### config.mk
export PLATFORM = sky130hd
export DESIGN_NAME = seven_seg_scan_flat
export DESIGN_NICKNAME = d
export VERILOG_FILES = /design/src/rtl/seven_seg_scan_if.sv /design/src/rtl/seven_seg_scan.sv /design/src/flat_wrapper.sv
export SDC_FILE = /design/constraint.sdc
export NUM_CORES = 1
export LEC_CHECK = 0
export CAP_MARGIN = 20
export CORE_MARGIN = 1
export CORE_UTILIZATION = 45
export DETAILED_ROUTE_END_ITERATION = 6
export PLACE_DENSITY = 0.69
export RECOVER_POWER = 50
export SYNTH_ARGS = -nofsm -noshare
export SYNTH_HDL_FRONTEND = slang
export SYNTH_SLANG_ARGS = --single-unit
### constraint.sdc
create_clock -name clk -period 1.9 [get_ports clk]
set_clock_uncertainty 0.15 [all_clocks]
set_input_delay 0.285 -clock clk [delete_from_list [all_inputs] [get_ports clk]]
set_output_delay 0.285 -clock clk [all_outputs]
set_load 0.01 [all_outputs]
### src/rtl/seven_seg_scan_if.sv
// seven_seg_scan_if: value/mask inputs and segment/digit outputs of the scanned display driver
//   i_digits_in   hex nibbles, digit k in bits [4k+3:4k]
//   i_load        capture i_digits_in into the shadow register
//   i_blank_mask  1 = digit k shows no segments
//   o_seg_out     {g,f,e,d,c,b,a}, active-low
//   o_digit_en    active-low digit enables, at most one low
//   o_frame_start one-cycle pulse in the first cycle of every frame
interface seven_seg_scan_if #(
  parameter int NUM_DIGITS = 2
);
  logic [4*NUM_DIGITS-1:0] i_digits_in;
  logic                    i_load;
  logic [NUM_DIGITS-1:0]   i_blank_mask;
  logic [6:0]              o_seg_out;
  logic [NUM_DIGITS-1:0]   o_digit_en;
  logic                    o_frame_start;
  modport master (output i_digits_in, i_load, i_blank_mask, input o_seg_out, o_digit_en, o_frame_start);
  modport slave  (input i_digits_in, i_load, i_blank_mask, output o_seg_out, o_digit_en, o_frame_start);
endinterface

### src/rtl/seven_seg_scan.sv
// seven_seg_scan: time-multiplexed common-anode seven-segment driver with dead-time and frame-synchronous update
//   clk    system clock
//   reset  asynchronous active-low reset
//   bus    seven_seg_scan_if slave: digit values, load, blank mask in; segments, digit enables, frame pulse out
module seven_seg_scan #(
  parameter int NUM_DIGITS   = 2,
  parameter int SLOT_CYCLES  = 24000,
  parameter int BLANK_CYCLES = 240
) (
  input logic             clk,
  input logic             reset,
  seven_seg_scan_if.slave bus
);
  localparam int CW = $clog2(SLOT_CYCLES);
  localparam int IW = (NUM_DIGITS > 1) ? $clog2(NUM_DIGITS) : 1;
  localparam logic [CW-1:0] C_LAST = CW'(SLOT_CYCLES - 1);
  localparam logic [CW-1:0] C_BEND = CW'(BLANK_CYCLES - 1);
  localparam logic [IW-1:0] I_LAST = IW'(NUM_DIGITS - 1);
  localparam logic [6:0] SEG [16] = '{7'h40, 7'h79, 7'h24, 7'h30, 7'h19, 7'h12, 7'h02, 7'h78,
                                      7'h00, 7'h10, 7'h08, 7'h03, 7'h46, 7'h21, 7'h06, 7'h0E};
  typedef enum logic {BLANK, DRIVE} state_t;
  state_t                  r_state, w_state_nxt;
  logic [CW-1:0]           r_cnt;
  logic [IW-1:0]           r_idx;
  logic [4*NUM_DIGITS-1:0] r_shadow, r_active;
  logic [6:0]              r_seg, w_seg;
  logic [NUM_DIGITS-1:0]   r_en, w_en;
  logic                    r_fs;
  logic                    w_slot_end, w_frame, w_drive;
  logic [3:0]              w_nib;
  // r_cnt/r_idx/r_state describe the output cycle being registered on this edge,
  // so the registered outputs line up exactly with the slot position.
  assign w_slot_end = (r_cnt == C_LAST);
  assign w_frame    = (r_cnt == '0) && (r_idx == '0);
  assign w_drive    = (r_state == DRIVE);
  assign w_nib      = r_active[{r_idx, 2'b00} +: 4];
  always_comb begin
    w_state_nxt = r_state;
    w_seg       = 7'h7F;
    w_en        = '1;
    w_state_nxt = w_slot_end ? BLANK : ((r_cnt == C_BEND) ? DRIVE : r_state);
    w_seg       = (w_drive && !bus.i_blank_mask[r_idx]) ? SEG[w_nib] : 7'h7F;
    w_en        = w_drive ? ~(NUM_DIGITS'(1) << r_idx) : '1;
  end
  always_ff @(posedge clk or negedge reset)
    if (!reset) r_state <= BLANK;
    else        r_state <= w_state_nxt;
  always_ff @(posedge clk or negedge reset) begin
    if (!reset) begin
      r_cnt    <= '0;
      r_idx    <= '0;
      r_shadow <= '0;
      r_active <= '0;
      r_seg    <= 7'h7F;
      r_en     <= '1;
      r_fs     <= 1'b0;
    end else begin
      r_cnt    <= w_slot_end ? '0 : r_cnt + 1'b1;
      r_idx    <= w_slot_end ? ((r_idx == I_LAST) ? '0 : r_idx + 1'b1) : r_idx;
      r_shadow <= bus.i_load ? bus.i_digits_in : r_shadow;
      // Swap in new values on the edge that opens a frame; a load on that same
      // edge (last cycle of the previous frame) bypasses the shadow.
      r_active <= w_frame ? (bus.i_load ? bus.i_digits_in : r_shadow) : r_active;
      r_seg    <= w_seg;
      r_en     <= w_en;
      r_fs     <= w_frame;
    end
  end
  assign bus.o_seg_out     = r_seg;
  assign bus.o_digit_en    = r_en;
  assign bus.o_frame_start = r_fs;
endmodule
### src/flat_wrapper.sv
// flat-port wrapper written by rule: the top's interface ports become plain ports
module seven_seg_scan_flat 
#(
  parameter int NUM_DIGITS   = 2,
  parameter int SLOT_CYCLES  = 24000,
  parameter int BLANK_CYCLES = 240
)
  (clk, reset, bus_i_digits_in, bus_i_load, bus_i_blank_mask, bus_o_seg_out, bus_o_digit_en, bus_o_frame_start);
  seven_seg_scan_if #(.NUM_DIGITS(NUM_DIGITS)) bus_i ();
  input logic clk;
  input logic reset;
  input wire logic [$bits(bus_i.i_digits_in)-1:0] bus_i_digits_in;
  input wire logic [$bits(bus_i.i_load)-1:0] bus_i_load;
  input wire logic [$bits(bus_i.i_blank_mask)-1:0] bus_i_blank_mask;
  output wire logic [$bits(bus_i.o_seg_out)-1:0] bus_o_seg_out;
  output wire logic [$bits(bus_i.o_digit_en)-1:0] bus_o_digit_en;
  output wire logic [$bits(bus_i.o_frame_start)-1:0] bus_o_frame_start;
  assign bus_i.i_digits_in = bus_i_digits_in;
  assign bus_i.i_load = bus_i_load;
  assign bus_i.i_blank_mask = bus_i_blank_mask;
  assign bus_o_seg_out = bus_i.o_seg_out;
  assign bus_o_digit_en = bus_i.o_digit_en;
  assign bus_o_frame_start = bus_i.o_frame_start;
  seven_seg_scan #(.NUM_DIGITS(NUM_DIGITS), .SLOT_CYCLES(SLOT_CYCLES), .BLANK_CYCLES(BLANK_CYCLES)) u_core (.clk(clk), .reset(reset), .bus(bus_i));
endmodule
* Word level (Yosys, flattened, before mapping)
Memories as Yosys holds them, arrays and structs flattened.
Index checks and enable logic that the tools add are counted.
** Storage, ports and cells
- Output and inout port bits :: 10
- Register bits :: 43
- Memories kept :: 1
- Memory bits (read-only) :: 112
- Input port bits :: 13
- Word-level logic and storage cells :: 36
** Cells by class
- Bitwise operators :: 3
- Reductions and logical operators :: 5
- Add/subtract/negate cells :: 2
- Muxes and demuxes :: 11
- Eq/ne operators :: 2
- Order comparisons :: 2
- Shift operators :: 2
** Memory list
- (name not given) :: words 16, bits a word 7, rd ports 1, clocked after Yosys merged registers in 0, wr ports 0, line seven_seg_scan.sv:42 : w_seg = (w_drive && !bus.i_blank_mask[r_idx]) ? SEG[w_nib] : 7'h7F;
** Operator list (number)
- $mux W7 :: 3
- $add A15 B1 Y15 const B :: 1
- $eq A15 B15 Y1 const B :: 1
- $eq A15 B8 Y1 const B :: 1
- $logic_not A15 Y1 :: 1
- $mux W15 :: 1
- $mux W8 :: 1
- $shiftx A8 B4 Y4 :: 1
- $ge A5 B5 Y1 const B :: 1
- $mux W1 :: 5
- $not A4 Y5 :: 1
- $logic_and A1 B1 Y1 :: 2
- $lt A1 B2 Y1 const B :: 1
- $mux W2 :: 1
- $not A2 Y2 :: 1
- $reduce_bool A2 Y1 :: 1
- $shl A1 B1 Y2 const A :: 1
- $add A1 B1 Y1 const B :: 1
- $logic_not A1 Y1 :: 1
- $not A1 Y1 :: 1

* Depth between registers and ports, before layout
Gate-level depths: netlist of the first run.
- Depth in word-level cells :: 6
- Depth in mapped cells :: 7
- Depth with buffers taken out :: 6

* Worst setup path before layout of the first run
Ideal clock, no wire load.
- Kind :: register -> register
- Start :: register u_core.r_cnt[9]
- End :: register u_core.r_idx
- Arrival :: 1668 ps
- Stages on the path, launching flop included :: 7
- Required time :: 1675 ps
- Setup slack :: 7 ps
- Buffers on the path :: 2
- Setup time :: 75 ps
- Cell sequence :: dfrtp_1 -> buf_6 -> or4b_1 -> or3_1 -> nor2_2 -> buf_6 -> xor2_2
** Between the ends
- Cells in the longest elaborated chain, start to end :: 1
** RTL lines
- from (decl) :: line seven_seg_scan.sv:23 : logic [CW-1:0] r_cnt;
- from (signal assigned) :: line seven_seg_scan.sv:58 : r_cnt <= w_slot_end ? '0 : r_cnt + 1'b1;
- $eq A15 B15 Y1 :: line seven_seg_scan.sv:33 : assign w_slot_end = (r_cnt == C_LAST);
- to (signal assigned) :: line seven_seg_scan.sv:59 : r_idx <= w_slot_end ? ((r_idx == I_LAST) ? '0 : r_idx + 1'b1) : r_idx;
- to (decl) :: line seven_seg_scan.sv:24 : logic [IW-1:0] r_idx;
Every way passes these cells.
A chain may end at the register's enable or synchronous reset.

* Worst setup path in the final report of the first run
- Start :: register u_core.r_cnt[6]
- End :: register u_core.r_cnt[1]
** Between the ends
- Cells in the longest elaborated chain, start to end :: 2
** RTL lines (line)
- $eq A15 B15 Y1 :: seven_seg_scan.sv:33
- $mux W15 :: seven_seg_scan.sv:58
Every way passes these cells.

==> impl_metrics.env, run 1 <==
export IMPL_worstSetupStartpointType="flip-flop"
export IMPL_fin_crit_ns=1.97
export IMPL_met1_usage=0.231
export IMPL_synth_edf_count=0
export IMPL_nNetsFinal=245
export IMPL_cts_root_buffer="clkbuf_8"
export IMPL_ys_seq_area_frac=0.531
export IMPL_clkSinkCount=43
export IMPL_worstMarginPinSlew_ns=0.554
export IMPL_intPower_mw=1.29
export IMPL_core_mm2=0.00435
export IMPL_gp_congestion=0.894
export IMPL_dpl_cell_count=261
export IMPL_vias_per_cell=5.32
export IMPL_synthTopCellsByCount="dfrtp_1 (34), mux2_2 (19), nand2_1 (11)"
export IMPL_share_seq_of_total_power=0.570
export IMPL_synth_area_leaders="dfrtp_1 (42%), dfstp_2 (12%), mux2_2 (10%)"
export IMPL_n_antenna_cell=0
export IMPL_pre_cts_slack_ns=-0.0703
export IMPL_clk_pin_slew_ns=0.08
export IMPL_synth_most_common_cell="dfrtp_1"
export IMPL_wl_mm=4.21
export IMPL_drv_cap=0
export IMPL_critPathMaxFanout=7
export IMPL_slew_headroom=0.628
export IMPL_pwr_share_clk=0.333
export IMPL_postLayoutCoreUtil=0.622
export IMPL_dpl_cell_area_mm2=0.00249
export IMPL_period_share=1.04
export IMPL_status="finished, violations left"
export IMPL_grtUsageMet3=0.0422
export IMPL_netlist_area_mm2=0.00205
export IMPL_synthToLayoutAreaGrowth_pct=32.3
export IMPL_htreeDepth=2
export IMPL_synth_top_area_share=0.415
export IMPL_start_util=0.470
export IMPL_cts_max_path_buffers=2
export IMPL_grt_pass1_vias=1534
export IMPL_synthCells=170
export IMPL_grt_first_pass_wirelength_mm=6.97
export IMPL_power_density_mw_per_mm2=619
export IMPL_drt_pass1_iterations=4
export IMPL_pwr_share_comb=0.097
export IMPL_die_w_um=69.5
export IMPL_hp_class="reg -> reg"
export IMPL_antenna_found_initial=0
export IMPL_grt_max_degree=24
export IMPL_synth_seq_cells=43
export IMPL_numCtsBuffers=5
export IMPL_slowest_delay_ns=0.54
export IMPL_violations="negative setup slack"
export IMPL_grt_usage=0.184
export IMPL_synth_top_cell_by_area="dfrtp_1"
export IMPL_timing_fmax_ghz=0.507
export IMPL_async_flop_share=1.00
export IMPL_critical_path_top_delay_family="simple AND/OR/NAND/NOR gates"
export IMPL_syn_avg_cell_area_um2=12.0
export IMPL_critPathKind="reg -> reg"
export IMPL_hold_violations=0
export IMPL_setup_viol=11
export IMPL_drc=0
export IMPL_final_layout_size_suffix_gt1_frac=0.338
export IMPL_setup_tns_final_ns=-0.532
export IMPL_port_buffers=22
export IMPL_met2_usage=0.311
export IMPL_fp_dieH_um=69.5
export IMPL_io_pins=23
export IMPL_detail_route_antenna_nets=0
export IMPL_dieArea_mm2=0.00483
export IMPL_rsz0062_at_grt="true"
export IMPL_placementRows=24
export IMPL_worst_endpoint_arrival_ns=2.01
export IMPL_crit_path_end_kind="flip-flop"
export IMPL_worstPathCellList="or4b_1, or3_4, nor2_4, buf_12, and2b_1"
export IMPL_n_fill_cell=338
export IMPL_ir_worst_vdd_mv=0.348
export IMPL_vias=1473
export IMPL_routedWlPerCell_um=15.2
export IMPL_cp_slowest_cell="or4b_1"
export IMPL_first_iter_violations=61
export IMPL_drv_slew=0
export IMPL_synthFlopType="dfrtp_1"
export IMPL_p_sw_mw=0.388
export IMPL_fin_area_mm2=0.00271
export IMPL_dpl_hpwl_mm=2.96
export IMPL_clk_latency_ns=0.29
export IMPL_overflow=0
export IMPL_syn_nets=191
export IMPL_critPathBufInv=1
export IMPL_yosys_warnings=0
export IMPL_leakagePower_nw=1.15
export IMPL_synth_cell_types=38
export IMPL_cts_tree="done"
export IMPL_fin_ws_ns=-0.0706
export IMPL_swShare=0.231
export IMPL_grt_busiest_layer="met2"
export IMPL_critical_path_required_ns=1.94
export IMPL_fin_cells=277
[logic make-up (layout without fill, tap and decap cells)]
| group | Yosys count | after routing | share of synthesized area |
|---|---|---|---|
| buffers and inverters | 12 | 66 | 0.0305 |
| adder cells (fa/ha/maj) | 8 | 8 | 0.0489 |
| flip-flops | 43 | 43 | 0.531 |
| AO/OA/AOI/OAI | 16 | 16 | 0.0568 |
| XOR/XNOR | 13 | 13 | 0.0593 |
| AND/OR/NAND/NOR | 54 | 55 | 0.145 |
| multiplexers | 24 | 24 | 0.129 |
[worst register-to-register path: cells and delay by family (launching register included)]
kind	cells	cell delay, ns
flops	1	0.38
buf+inv	1	0.13
simple gates	4	1.21
[area by class of cell]
class	count	area, µm²	area share
multi-input combinational	116	1000	0.369
tap	52	65.1	0.0240
sequential	43	1090	0.401
clock buffer	8	80.1	0.0295
inverter	5	18.8	0.00693
timing repair buffer	53	458	0.169
[layer usage]
metal	vias up	part of all wire	routed length, µm
met5	-	0	0
met4	0	0.013	55
met3	5	0.033	138
met2	25	0.52	2170
met1	733	0.44	1850
li1	710	-	-
[power groups by stage]
stage	Sequential (mW)	Combinational (mW)	Clock [mW]
after floorplan	0.970	0.0858	0
after global placement	0.972	0.155	0
after detailed placement	0.974	0.162	0
after CTS	0.957	0.164	0.570
after global routing	0.960	0.182	0.601
final	0.956	0.162	0.559
[state kept, by name, indices dropped and copies added (netlist names)]
signal,cells
u_core.r_cnt,15
u_core.r_active,8
u_core.r_shadow,8
u_core.bus.o_seg_out,7
u_core.bus.o_digit_en,2
u_core.bus.o_frame_start,1
u_core.r_idx,1
u_core.r_state,1
[cells in the final DEF, fill, tap and decap left out, drive strengths merged, types with 4 or more instances in the layout]
cell	Yosys	routed
ha	8	8
mux2	19	19
clkdlybuf4s50	0	21
dfstp	9	9
buf	4	25
xnor2	4	4
clkbuf	3	14
nor2	10	10
xor2	9	9
and2	4	4
nand3	10	11
o221ai	4	4
dfrtp	34	34
nand2	11	11
mux2i	5	5
inv	5	5
[metrics by stage]
stage / hold WS (ns) / total power [mW]
global placement: 0.112 / 1.13
finish: 0.318 / 1.68
CTS: 0.297 / 1.69
global route: 0.337 / 1.74
detailed placement: 0.132 / 1.14
floorplan: -0.161 / 1.06
[repair_timing]
action | CTS | global route
hold endpoints to repair | 20 | 0
gates resized for setup | 5 | 18
pin swaps | 1 | 6
buffers inserted | 0 | 6
cloned | 0 | 1
hold buffers | 1 | 0
setup endpoints to repair | 13 | 23
[path summary, 6_finish.rpt]
| path | depth (start not counted) | start | to | slack [ns] |
|---|---|---|---|---|
| hold / removal | 1 | u_core.r_state$_DFFE_PN0P_ | u_core.bus.o_digit_en[0]$_DFF_PN1_ | 0.32 |
| hold reg to reg | 1 | u_core.r_state$_DFFE_PN0P_ | u_core.bus.o_digit_en[0]$_DFF_PN1_ | 0.32 |
| min in group asynchronous | 2 | reset | u_core.r_shadow[4]$_DFF_PN0_ | 0.34 |
| setup reg to reg | 5 | u_core.r_cnt[6]$_DFF_PN0_ | u_core.r_cnt[1]$_DFF_PN0_ | -0.07 |
| max in group asynchronous | 3 | reset | u_core.bus.o_digit_en[1]$_DFF_PN1_ | 0.33 |
| setup / recovery | 5 | u_core.r_cnt[6]$_DFF_PN0_ | u_core.r_cnt[1]$_DFF_PN0_ | -0.07 |
(Power assumes the default switching activity.)
==> inputs of run 2 (changes only) <==
--- a/config.mk
+++ b/config.mk
@@ -7,9 +7,9 @@
 export LEC_CHECK = 0
 export CAP_MARGIN = 20
 export CORE_MARGIN = 1
-export CORE_UTILIZATION = 45
+export CORE_UTILIZATION = 50
 export DETAILED_ROUTE_END_ITERATION = 6
-export PLACE_DENSITY = 0.69
+export PLACE_DENSITY = 0.75
 export RECOVER_POWER = 50
 export SYNTH_ARGS = -nofsm -noshare
 export SYNTH_HDL_FRONTEND = slang
==> constraint.sdc (replaced) <==
create_clock -name clk -period 1.65 [get_ports clk]
set_clock_uncertainty 0.15 [all_clocks]
set_input_delay 0.2475 -clock clk [delete_from_list [all_inputs] [get_ports clk]]
set_output_delay 0.2475 -clock clk [all_outputs]
set_load 0.01 [all_outputs]
==> impl_metrics.env, run 2 (synthesis results as in run 1) <==
export IMPL_fin_cells=298
export IMPL_nNetsFinal=270
export IMPL_layout_common_cells="buf_4 (45), dfrtp_1 (34), mux2_2 (16)"
export IMPL_period_share=1.19
export IMPL_htreeDepth=2
export IMPL_grt_pass1_vias=1646
export IMPL_fp_dieH_um=66.0
export IMPL_fin_crit_ns=1.96
export IMPL_timing_fmax_ghz=0.510
export IMPL_grt_first_pass_wirelength_mm=7.83
export IMPL_critPathMaxFanout=3
export IMPL_wl_met2_mm=2.70
export IMPL_core_mm2=0.00380
export IMPL_cts_max_path_buffers=2
export IMPL_grt_max_degree=44
export IMPL_power_total_mw=2.12
export IMPL_drv_cap=0
export IMPL_wirelength_met1_mm=2.08
export IMPL_worst_endpoint_arrival_ns=2.00
export IMPL_largest_reg_flops=15
export IMPL_n_fill_cell=214
export IMPL_layout_commonest_cell="buf_4"
export IMPL_die_w_um=66.0
export IMPL_io_pins=23
export IMPL_clk_latency_ns=0.30
export IMPL_start_util=0.539
export IMPL_dieArea_mm2=0.00436
export IMPL_dpl_cell_count=273
export IMPL_final_layout_size_suffix_gt1_frac=0.524
export IMPL_regMostFlops="u_core.r_cnt"
export IMPL_largestRegisters="u_core.r_cnt x15, u_core.r_active x8, u_core.r_shadow x8"
export IMPL_critPathKind="reg -> reg"
export IMPL_fin_ws_ns=-0.312
export IMPL_routedWlPerCell_um=17.1
export IMPL_vias=1616
export IMPL_worstMarginPinSlew_ns=1.02
export IMPL_violations="negative setup slack"
export IMPL_slew_headroom=0.320
export IMPL_status="finished, violations left"
export IMPL_vias_per_cell=5.42
export IMPL_clk_pin_slew_ns=0.08
export IMPL_gp_congestion=0.916
export IMPL_top_layer_used="met4"
export IMPL_hold_violations=0
export IMPL_wl_met3_um=227
export IMPL_cts_root_buffer="clkbuf_8"
export IMPL_numCtsBuffers=5
export IMPL_n_antenna_cell=0
export IMPL_antenna_found_initial=0
export IMPL_hp_class="reg -> reg"
export IMPL_drc=0
export IMPL_hold_slack_ns=0.323
export IMPL_grt_usage=0.248
export IMPL_critical_path_required_ns=1.68
export IMPL_rsz0062_at_grt="true"
export IMPL_first_iter_violations=48
export IMPL_pre_cts_slack_ns=-0.363
export IMPL_drt_pass1_iterations=4
export IMPL_port_buffers=22
export IMPL_synthToLayoutAreaGrowth_pct=50.7
export IMPL_clkSinkCount=43
export IMPL_ir_worst_vdd_mv=0.662
export IMPL_drv_slew=0
export IMPL_setup_viol=29
export IMPL_power_density_mw_per_mm2=688
export IMPL_crit_path_end_kind="flip-flop"
export IMPL_detail_route_antenna_nets=0
export IMPL_cts_tree="done"
export IMPL_dpl_hpwl_mm=3.05
export IMPL_wl_mm=5.09
export IMPL_overflow=0
export IMPL_setup_tns_final_ns=-5.48
export IMPL_leakagePower_nw=1.32
export IMPL_worstSetupStartpointType="flip-flop"
export IMPL_placementRows=22
## run 2: metal layers
metal,track usage,vias to the layer above
li1,-,761
met4,0.0878,0
met3,0.0534,8
met5,0,-
met2,0.422,43
met1,0.308,804
## run 2: cell type report
class                      instances  area, µm²  share of cell area
multi-input combinational        115       1130               0.368
sequential                        43       1090               0.352
timing repair buffer              79        674               0.218
clock buffer                       7       96.3              0.0312
tap                               48       60.1              0.0195
inverter                           5       26.3             0.00851
clock inverter                     1       7.51             0.00243
## run 2: critical path, cell delays in order (launching register included)
cell and delay [ns]:
dfrtp_1 0.40, or4b_1 0.50, or3_4 0.36, nor2_4 0.13, buf_4 0.15, o21ba_2 0.16
## run 2: stage by stage
stage,cell area [µm²],utilization
after CTS,2950,0.776
after global placement,2590,0.682
after global routing,3090,0.813
after floorplan,2070,-
final,3090,0.813
after detailed placement,2590,0.682
## run 2: path summary, 6_finish.rpt
| check | to | start | slack (ns) | cells past startpoint |
|---|---|---|---|---|
| setup / recovery | u_core.r_state$_DFFE_PN0P_ | u_core.r_cnt[9]$_DFF_PN0_ | -0.31 | 5 |
| hold / removal | u_core.bus.o_digit_en[0]$_DFF_PN1_ | u_core.r_state$_DFFE_PN0P_ | 0.32 | 1 |
| setup reg to reg | u_core.r_state$_DFFE_PN0P_ | u_core.r_cnt[9]$_DFF_PN0_ | -0.31 | 5 |
| hold reg to reg | u_core.bus.o_digit_en[0]$_DFF_PN1_ | u_core.r_state$_DFFE_PN0P_ | 0.32 | 1 |
| max in group asynchronous | u_core.r_cnt[4]$_DFF_PN0_ | reset | 0.13 | 3 |
| min in group asynchronous | u_core.r_shadow[0]$_DFF_PN0_ | reset | 0.59 | 3 |
## run 2: report_power, final
part / leakage, nW / switching [mW] / internal [mW] / total, mW
combinational: 0.745 / 0.144 / 0.150 / 0.294
sequential: 0.524 / 0.0159 / 1.09 / 1.10
clock: 0.0505 / 0.345 / 0.380 / 0.726
## run 2: repair_timing
item,in CTS,in global routing
gates cloned,1,0
hold buffers,1,0
setup endpoints to repair,38,30
setup buffers,13,3
endpoints found under the hold margin,34,0
gates resized for setup,42,29
pin swaps,8,10
